<file path="config.mk">
export PLATFORM = sky130hd
export DESIGN_NAME = rom_boot_loader
export DESIGN_NICKNAME = d
export VERILOG_FILES = /design/src/rtl/rom_boot_loader_pkg.sv /design/src/rtl/rom_boot_loader_byte_packer.sv /design/src/rtl/rom_boot_loader.sv
export SDC_FILE = /design/constraint.sdc
export NUM_CORES = 1
export LEC_CHECK = 0
export CAP_MARGIN = 15
export CORE_ASPECT_RATIO = 2
export CORE_MARGIN = 5
export CORE_UTILIZATION = 50
export CTS_CLUSTER_DIAMETER = 60
export DETAILED_ROUTE_END_ITERATION = 7
export HOLD_SLACK_MARGIN = 0.03
export PLACE_DENSITY_LB_ADDON = 0.05
export REMOVE_ABC_BUFFERS = 1
export SYNTH_ARGS = -nofsm -noshare
export SYNTH_HDL_FRONTEND = slang
export SYNTH_SLANG_ARGS = --single-unit
export TNS_END_PERCENT = 20
</file>
<file path="constraint.sdc">
create_clock -name i_Clk -period 2.8 [get_ports i_Clk]
set_input_delay 0.56 -clock i_Clk [delete_from_list [all_inputs] [get_ports i_Clk]]
set_output_delay 0.56 -clock i_Clk [all_outputs]
set_load 0.01 [all_outputs]
</file>
<file path="src/rtl/rom_boot_loader_pkg.sv">
// Shared constants for the boot loader: ROM bus shape, write strobes, header width and FSM encoding.
package rom_boot_loader_pkg;

  localparam int ROM_ADDR_W = 32;
  localparam int ROM_DATA_W = 32;
  localparam int ROM_NUM    = 4096;
  localparam int HDR_W      = 16;

  localparam logic WRITE_ENABLE  = 1'b1;
  localparam logic WRITE_DISABLE = 1'b0;
  localparam logic CHIP_ENABLE   = 1'b1;

  localparam logic [ROM_DATA_W-1:0] ZERO_WORD = '0;

  localparam logic [2:0] S_IDLE  = 3'd0;
  localparam logic [2:0] S_LEN0  = 3'd1;
  localparam logic [2:0] S_LEN1  = 3'd2;
  localparam logic [2:0] S_DATA  = 3'd3;
  localparam logic [2:0] S_WRITE = 3'd4;
  localparam logic [2:0] S_DONE  = 3'd5;
  localparam logic [2:0] S_ERR   = 3'd6;

  // Byte address of word idx; 32-bit addition wraps naturally.
  function automatic logic [ROM_ADDR_W-1:0] word_addr(input logic [ROM_ADDR_W-1:0] base,
                                                      input logic [HDR_W-1:0] idx);
    return base + {14'd0, idx, 2'b00};
  endfunction

endpackage

</file>
<file path="src/rtl/rom_boot_loader_byte_packer.sv">
// Assembles four pushed bytes into a little-endian word; the first byte lands in [7:0].
module rom_boot_loader_byte_packer (
  input  logic        clk,
  input  logic        rst,
  input  logic        clr,
  input  logic        push,
  input  logic [7:0]  data,
  output logic [31:0] word,
  output logic [31:0] word_nxt,
  output logic [1:0]  cnt,
  output logic        last
);

  // Shifting in from the top leaves byte 0 at the bottom after four pushes.
  assign word_nxt = {data, word[31:8]};
  assign last     = push && (cnt == 2'd3);

  always_ff @(posedge clk) begin
    if (rst || clr) begin
      word <= '0;
      cnt  <= '0;
    end else if (push) begin
      word <= word_nxt;
      cnt  <= cnt + 2'd1;
    end
  end

endmodule

</file>
<file path="src/rtl/rom_boot_loader.sv">
// Streams a length-prefixed byte image into the instruction ROM write port while holding the core.
module rom_boot_loader
  import rom_boot_loader_pkg::*;
#(
  parameter logic [31:0] BASE_ADDR = 32'h0000_0000,
  parameter int          MAX_WORDS = ROM_NUM,
  parameter int          TIMEOUT   = 100000
) (
  input  logic                  i_Clk,
  input  logic                  i_Rst,
  input  logic                  i_start,
  input  logic                  i_byte_valid,
  input  logic [7:0]            i_byte_data,
  output logic                  o_byte_ready,
  output logic                  o_we,
  output logic [ROM_ADDR_W-1:0] o_w_addr,
  output logic [ROM_DATA_W-1:0] o_w_data,
  output logic                  o_cpu_hold,
  output logic                  o_busy,
  output logic                  o_done,
  output logic                  o_err
);

  localparam logic [31:0] MAX_W   = 32'(MAX_WORDS);
  localparam logic [31:0] TMO_LIM = 32'(TIMEOUT - 1);

  logic [2:0]       state;
  logic [2:0]       next_state;
  logic [7:0]       len_lo;
  logic [HDR_W-1:0] len_n;
  logic [HDR_W-1:0] idx;
  logic [31:0]      tmo_cnt;

  logic             accept;
  logic             start_ok;
  logic             waiting;
  logic             tmo_hit;
  logic [HDR_W-1:0] hdr_n;

  logic [31:0]      pk_word;
  logic [31:0]      pk_word_nxt;
  logic [1:0]       pk_cnt;
  logic             pk_last;
  logic             pk_clr;

  assign accept   = i_byte_valid && o_byte_ready;
  assign start_ok = i_start && ((state == S_IDLE) || (state == S_ERR));
  assign waiting  = (state == S_LEN0) || (state == S_LEN1) || (state == S_DATA);
  assign tmo_hit  = waiting && !accept && (tmo_cnt >= TMO_LIM);
  assign hdr_n    = {i_byte_data, len_lo};

  // A partial word must never reach the ROM, so any abort flushes the packer.
  assign pk_clr = start_ok || (next_state == S_ERR);

  rom_boot_loader_byte_packer u_packer (
    .clk      (i_Clk),
    .rst      (i_Rst),
    .clr      (pk_clr),
    .push     (accept && (state == S_DATA)),
    .data     (i_byte_data),
    .word     (pk_word),
    .word_nxt (pk_word_nxt),
    .cnt      (pk_cnt),
    .last     (pk_last)
  );

  always_comb begin
    next_state = state;
    case (state)
      S_IDLE:  if (start_ok) next_state = S_LEN0;
      S_LEN0: begin
        if (tmo_hit)     next_state = S_ERR;
        else if (accept) next_state = S_LEN1;
      end
      S_LEN1: begin
        if (tmo_hit) next_state = S_ERR;
        else if (accept) begin
          if (hdr_n == '0)                  next_state = S_DONE;
          else if ({16'd0, hdr_n} > MAX_W)  next_state = S_ERR;
          else                              next_state = S_DATA;
        end
      end
      S_DATA: begin
        if (tmo_hit)      next_state = S_ERR;
        else if (pk_last) next_state = S_WRITE;
      end
      S_WRITE: next_state = ((idx + 16'd1) == len_n) ? S_DONE : S_DATA;
      S_DONE:  next_state = S_IDLE;
      S_ERR:   if (start_ok) next_state = S_LEN0;
      default: next_state = S_IDLE;
    endcase
  end

  // Outputs are registered from next_state so they line up with the state register.
  always_ff @(posedge i_Clk) begin
    if (i_Rst) begin
      state        <= S_IDLE;
      len_lo       <= '0;
      len_n        <= '0;
      idx          <= '0;
      tmo_cnt      <= '0;
      o_we         <= WRITE_DISABLE;
      o_w_addr     <= ZERO_WORD;
      o_w_data     <= ZERO_WORD;
      o_byte_ready <= 1'b0;
      o_busy       <= 1'b0;
      o_done       <= 1'b0;
      o_err        <= 1'b0;
      o_cpu_hold   <= 1'b1;
    end else begin
      state <= next_state;

      if (state == S_LEN0 && accept) len_lo <= i_byte_data;
      if (state == S_LEN1 && accept) len_n  <= hdr_n;

      if (start_ok)              idx <= '0;
      else if (state == S_WRITE) idx <= idx + 16'd1;

      if (start_ok || accept) tmo_cnt <= '0;
      else if (waiting)       tmo_cnt <= tmo_cnt + 32'd1;

      if (next_state == S_WRITE) begin
        o_we     <= WRITE_ENABLE;
        o_w_addr <= word_addr(BASE_ADDR, idx);
        o_w_data <= pk_word_nxt;
      end else begin
        o_we     <= WRITE_DISABLE;
      end

      o_byte_ready <= (next_state == S_LEN0) || (next_state == S_LEN1) || (next_state == S_DATA);
      o_busy       <= (next_state == S_LEN0) || (next_state == S_LEN1) ||
                      (next_state == S_DATA) || (next_state == S_WRITE);
      o_done       <= (next_state == S_DONE);
      o_cpu_hold   <= !((next_state == S_IDLE) || (next_state == S_DONE));

      if (next_state == S_ERR) o_err <= 1'b1;
      else if (start_ok)       o_err <= 1'b0;
    end
  end

endmodule

</file>
==> reports/metrics.cfg, run 1 <==
[detailed_routing]
vias_per_cell = 5.44
drtPass1Iterations = 5
drc = 0
vias = 5641
drt_wl_total_mm = 16.9
wl_per_cell_um = 16.4
drtIter0Drc = 233
antenna_left = 0

[placed_design]
dpl.hpwl_mm = 12.6
io_buffers = 65
post-place-ws_ps = -243
dp_cells = 1004
gp_congestion = 0.913

[logic_synthesis]
synth_top_cell_area_share_pct = 44.9
synthFlopType = dfxtp_1
ys_warn_count = 0
synth_xor_area_share_pct = 7.36
synthArstFlopShare_pct = 0
synthTopCellsByArea = dfxtp_1, mux2i_1, nand2_1
synth_compound_area_share_pct = 9.39
syn_inst = 795
synth_top_family_by_area = simple AND/OR/NAND/NOR gates
syn_area_sq_um = 6910
avgSynthCellArea_sq_um = 8.69
ys_types = 56
muxShareOfSynthArea_pct = 7.39
synth_top_cell_by_area = dfxtp_1
synthAdderAreaFrac_pct = 0.544
ys_ff_latch = 155
synth-seq-area-share_pct = 44.9
yosys.area_share.simple_pct = 24.9
synth_edf_count = 0

[timing]
tightestPinTransition_ps = 851
tns_ps = 0
setup_violations = 0
min_period_ps = 2630
whs_ps = 453
fin_crit_sh_pct = 94.0
hold_viol_final = 0
maxSlewViolCount = 0
fin_skew_ps = 14.5
fmax_ghz = 0.380
fin_ws_ps = 167
max-slew-margin-rel_pct = 43.3
rsz0062_at_grt = false

[global_route]
grt_pass1_vias = 5633
antenna_found_initial = 0
grt_max_degree = 81
overflow = 0
grt_pass1_wl_mm = 27.6
grtUsageTotal_pct = 21.2

[setup_path]
critPathSlowestCell = clkdlybuf4s50_1
r2r_setup_slack_ps = 350
setup.worst_path.start_class = primary input
path_cells = clkdlybuf4s50_1 > nand2_1 > or4_1 > or3_1 > a211oi_1 > a211o_1 > nand2_1 > nand2b_2 > buf_12 > nor2_1
path_class = primary input to register
worstPathRequired_ps = 3100
critPathArrivalTime_ps = 2940
end_kind = register
cp_common_cell = nand2_1
slowest_delay_ps = 510
worst-path-max-fanout = 12

[die]
core_sq_um = 13500
start_util_pct = 51.1
num_rows = 60
io_pins = 82
die_h_um = 176
dieWidth_um = 93.1
die_area_sq_um = 16400

[layout]
area_growth_pct = 21.1
drive_gt1_share_pct = 11.2
antenna_cells = 0
instances_no_fill = 1036
final_common_cell = dfxtp_1
fin_nets = 883
final_cell_mix = dfxtp_1, nand2_1, nor2_1

[clock_tree]
clock_sinks = 155
worstSkewPairLatency_ps = 420
clockRootBuffer = clkbuf_16
cts_resized = 0
ctsHtreeMaxLevel = 4
ctsHoldBuffers = 0
clk_pin_slew_ps = 60
clockBufferDepth = 2
cts_tree = yes
postCtsSetupBuffers = 0
cts_buffers = 17

[run_status]
status = complete, no violations

[power]
leakage_nw = 3.04
design_power_total_mw = 4.71
irDropWorstVdd_uv = 529
p_per_area_nw_per_um2 = 563

[worst_hold_path]
hp-class = register to register

[job]
cap_violations = 0

state kept, by name (all words and copies together), names as in the netlist:
name,count
u_packer.cnt,2
o_w_addr,16
tmo_cnt,32
o_busy,1
u_packer.word,24
o_err,1
o_w_data,32
o_done,1
state,3
o_cpu_hold,1
len_n,16
o_we,1
idx,16
o_byte_ready,1
len_lo,8
layout make-up:
| type | count | area, sq um |
|---|---|---|
| fillers | 1204 | 5150 |
| multi-input cells | 586 | 3500 |
| flip-flops and latches | 155 | 3100 |
| repair buffers | 100 | 946 |
| clock buffers | 20 | 457 |
| well taps | 155 | 194 |
| clock inverters | 12 | 139 |
| inverters | 8 | 30.0 |
path summary, 6_finish.rpt:
| path | startpoint | endpoint | depth (start not counted) |
|---|---|---|---|
| worst min register to register | o_w_addr[9]$_SDFFE_PP0P_ | o_w_addr[9]$_SDFFE_PP0P_ | 2 |
| worst max-delay path | i_byte_valid | u_packer.word[11]$_SDFFE_PP0P_ | 10 |
| worst min-delay path | o_w_addr[9]$_SDFFE_PP0P_ | o_w_addr[9]$_SDFFE_PP0P_ | 2 |
| worst max register to register | idx[7]$_SDFFE_PP0N_ | o_done$_SDFF_PP0_ | 8 |
Yosys cell counts, types with 2 or more instances:
master    instances
clkbuf_2          2
o22ai_1           4
xor2_1           30
nor3_1           11
o21ai_0          18
a21oi_1          65
mux2i_1          51
nor2_4           19
nand4_1           5
buf_12            2
nand3b_1          2
clkbuf_1         29
inv_1             8
nor2b_1           3
o211ai_1          2
buf_4            16
and3_1           14
buf_2            10
nand2_1         132
o21bai_1          2
or3_1            13
xnor2_1          28
ha_1              3
nor3b_1           2
and4_1            3
a21oi_2           2
dfxtp_1         155
or4_1             2
nand2b_1          7
nor4_1           10
nor2_1           82
a211oi_1          4
and2_1            5
nand3_1          27
and3b_1           2
a31oi_1           5
metrics by stage:
stage	cell area [sq um]	utilization, %
2_1_floorplan	6620	-
3_3_place_gp	7770	57.5
3_5_place_dp	7770	57.5
4_1_cts	8360	61.9
5_1_grt	8360	61.9
6_report	8360	61.9
kinds of logic (layout without fill, tap and decap cells):
logic type | count (synthesis) | count (layout)
AOI/OAI and AO/OA | 113 | 113
other | 1 | 16
muxes | 51 | 51
xor gates and xnor gates | 58 | 58
and+or+nand+nor | 345 | 345
DFF | 155 | 155
adders and majority gates | 3 | 3
buffers and inverters | 69 | 140
critical path, delay by kind of cell:
family | cells | cell delay [ps]
AOI/OAI and AO/OA | 2 | 380
and+or+nand+nor | 6 | 1280
buffers and inverters | 2 | 700
metal layers:
layer  GRT usage (%)  vias up  wire length (um)
met1            20.2     2656              5840
met3            4.01       48               585
met4            11.3        0               731
met5               0        -                 0
met2            41.5      137              9790
li1                -     2800                 -
power by group:
part	leakage (nW)	internal, mW	switching (mW)
registers	1.25	2.21	0.00988
logic	1.51	0.0670	0.121
clock network	0.280	1.37	0.929
Note: power is estimated with default switching activity, not from simulation.
==> run 2: changes to the inputs <==
--- a/config.mk
+++ b/config.mk
@@ -11,6 +11,7 @@
 export CORE_UTILIZATION = 50
 export CTS_CLUSTER_DIAMETER = 60
 export DETAILED_ROUTE_END_ITERATION = 7
+export GPL_TIMING_DRIVEN = 0
 export HOLD_SLACK_MARGIN = 0.03
 export PLACE_DENSITY_LB_ADDON = 0.05
 export REMOVE_ABC_BUFFERS = 1
==> run 2 against run 1 <==
  * Sequential power barely moved
  * Die area did not move
  * Via count fell by 1.4%
  * Cell area rose by 0.12%
  * Setup slack got worse by 75 ps
  * Fmax fell by 2.8%
  * Global-route usage fell by 0.90 points
  * Non-clock buffer count fell by 22
  * Sequential share of layout area barely moved
  * Core utilization rose by 0.074 points
  * Power rose by 4.2%
  * Register-to-register slack got worse by 170 ps
  * Critical endpoint is now u_packer.word[12]$_SDFFE_PP0P_
  * Largest cell class unchanged
  * Largest power group unchanged
==> reports/metrics.cfg, run 2 (same netlist as run 1, synthesis figures left out) <==
[clock_tree]
clockRootBuffer = clkbuf_16
ctsHtreeMaxLevel = 4  ; unchanged
cts_tree = yes
clockBufferDepth = 2  ; unchanged
clk_pin_slew_ps = 60  ; about the same
clock_sinks = 155  ; unchanged
worstSkewPairLatency_ps = 420  ; about the same
cts_buffers = 17  ; unchanged

[setup_path]
worstPathRequired_ps = 3110  ; about the same
critPathArrivalTime_ps = 3020  ; +80 ps
path_class = primary input to register
critPathSlowestCell = clkdlybuf4s50_1
cp_common_cell = nand2_2
end_kind = register
slowest_delay_ps = 520  ; about the same
worst-path-max-fanout = 11  ; -1
setup.worst_path.start_class = primary input
path_cells = clkdlybuf4s50_1 > nand2_2 > or4_4 > or3_1 > a211oi_2 > a211o_1 > nand2_2 > nand2b_4 > bufbuf_16 > nor2_4

[placed_design]
placed_cell_area_sq_um = 7570  ; -2.6%
dp_cells = 975  ; -2.9%
io_buffers = 65  ; unchanged
post-place-ws_ps = -934  ; -691 ps
gp_congestion = 0.840  ; -8.0%
dpl.hpwl_mm = 11.7  ; -7.1%

[power]
leakage_nw = 3.04  ; +0.15%
design_power_total_mw = 4.91  ; +4.2%
irDropWorstVdd_uv = 437  ; -17%
p_per_area_nw_per_um2 = 586  ; +4.1%

[timing]
min_period_ps = 2710  ; +75.3 ps
rsz0062_at_grt = false
setup_violations = 0  ; unchanged
tightestPinTransition_ps = 856  ; +5.36 ps
fmax_ghz = 0.369  ; -2.8%
fin_ws_ps = 91.7  ; -75.3 ps
whs_ps = 453  ; -0.283 ps
hold_viol_final = 0  ; unchanged
maxSlewViolCount = 0  ; unchanged
fin_crit_sh_pct = 96.7  ; +2.7 points
max-slew-margin-rel_pct = 42.9  ; -0.36 points
tns_ps = 0  ; unchanged
fin_skew_ps = 10.9  ; -3.53 ps

[layout]
fin_nets = 861  ; -2.5%
postLayoutCellArea_sq_um = 8370  ; +0.12%
area_growth_pct = 21.3
instances_no_fill = 1014  ; -2.1%
final_cell_mix = dfxtp_1, nand2_1, nor2_1
final_util_pct = 62.0  ; +0.074 points
antenna_cells = 0  ; unchanged
reg_top3 = o_w_data x32, tmo_cnt x32, u_packer.word x24
drive_gt1_share_pct = 10.2  ; -0.99 points
final_common_cell = dfxtp_1

[global_route]
grtUsageTotal_pct = 20.3  ; -0.90 points
grt_max_degree = 82  ; +1.2%
grt_pass1_wl_mm = 26.5  ; -3.9%
overflow = 0  ; unchanged
grt_pass1_vias = 5388  ; -4.3%
antenna_found_initial = 0  ; unchanged

[die]
core_sq_um = 13500  ; unchanged
die_area_sq_um = 16400  ; unchanged
dieWidth_um = 93.1  ; unchanged
start_util_pct = 51.1  ; unchanged
num_rows = 60  ; unchanged
io_pins = 82  ; unchanged
die_h_um = 176  ; unchanged

[worst_hold_path]
hp-class = register to register

[run_status]
status = complete, no violations

[detailed_routing]
drtPass1Iterations = 5  ; unchanged
antenna_left = 0  ; unchanged
drtIter0Drc = 254  ; +9.0%
drc = 0  ; unchanged
vias_per_cell = 5.48  ; +0.72%
vias = 5561  ; -1.4%
wl_per_cell_um = 16.3  ; -0.25%
drt_wl_total_mm = 16.5  ; -2.4%

[job]
cap_violations = 0  ; unchanged

run 2: cell types whose count changed in the layout (fill, tap and decap cells not counted), sizes merged, moves of 4 or more:
cell / before / now
dlygate4sd2: 0 / 5
clkinvlp: 4 / 0
clkdlybuf4s50: 64 / 57
buf: 36 / 13
run 2: metal layers:
metal | up-vias | routed length, um | GRT usage [%]
met4 | 0 | 700 | 10.9
li1 | 2760 | - | -
met1 | 2663 | 6040 | 20.2
met5 | - | 0 | 0
met3 | 43 | 436 | 4.01
met2 | 95 | 9370 | 38.5
run 2: layout make-up:
| cell class | instances | area (sq um) |
|---|---|---|
| well taps | 155 | 194 |
| flip-flops and latches | 155 | 3100 |
| clock buffers | 18 | 439 |
| inverters | 8 | 30.0 |
| fillers | 1169 | 5140 |
| multi-input cells | 586 | 3570 |
| clock inverters | 14 | 206 |
| repair buffers | 78 | 830 |
run 2: worst max-delay path, delay by kind of cell:
| family | cells | cell delay, ps |
|---|---|---|
| AOI/OAI and AO/OA | 2 | 400 |
| buffers and inverters | 2 | 840 |
| and+or+nand+nor | 6 | 1210 |
run 2: where the power goes:
group          switching [mW]  internal [mW]
Combinational           0.125         0.0630
Clock                   0.961           1.54
Sequential            0.00998           2.21
run 2: final timing paths:
kind                                 start                             end  slack (ps)  depth (start not counted)
hold / removal    o_w_addr[9]$_SDFFE_PP0P_        o_w_addr[9]$_SDFFE_PP0P_         450                          2
hold reg to reg   o_w_addr[9]$_SDFFE_PP0P_        o_w_addr[9]$_SDFFE_PP0P_         450                          2
setup / recovery              i_byte_valid  u_packer.word[12]$_SDFFE_PP0P_          90                         10
setup reg to reg       state[0]$_SDFF_PP0_       o_w_data[23]$_SDFFE_PP0P_         180                          9
run 2: timing repair:
action | 4_1_cts | 5_1_grt
hold buffers | 0 | 0
endpoints found under the setup margin | 33 | 32
gates resized for setup | 12 | 9
endpoints found under the hold margin | 0 | 0
setup buffers | 5 | 0
pin swaps | 3 | 0
gates cloned | 1 | 0
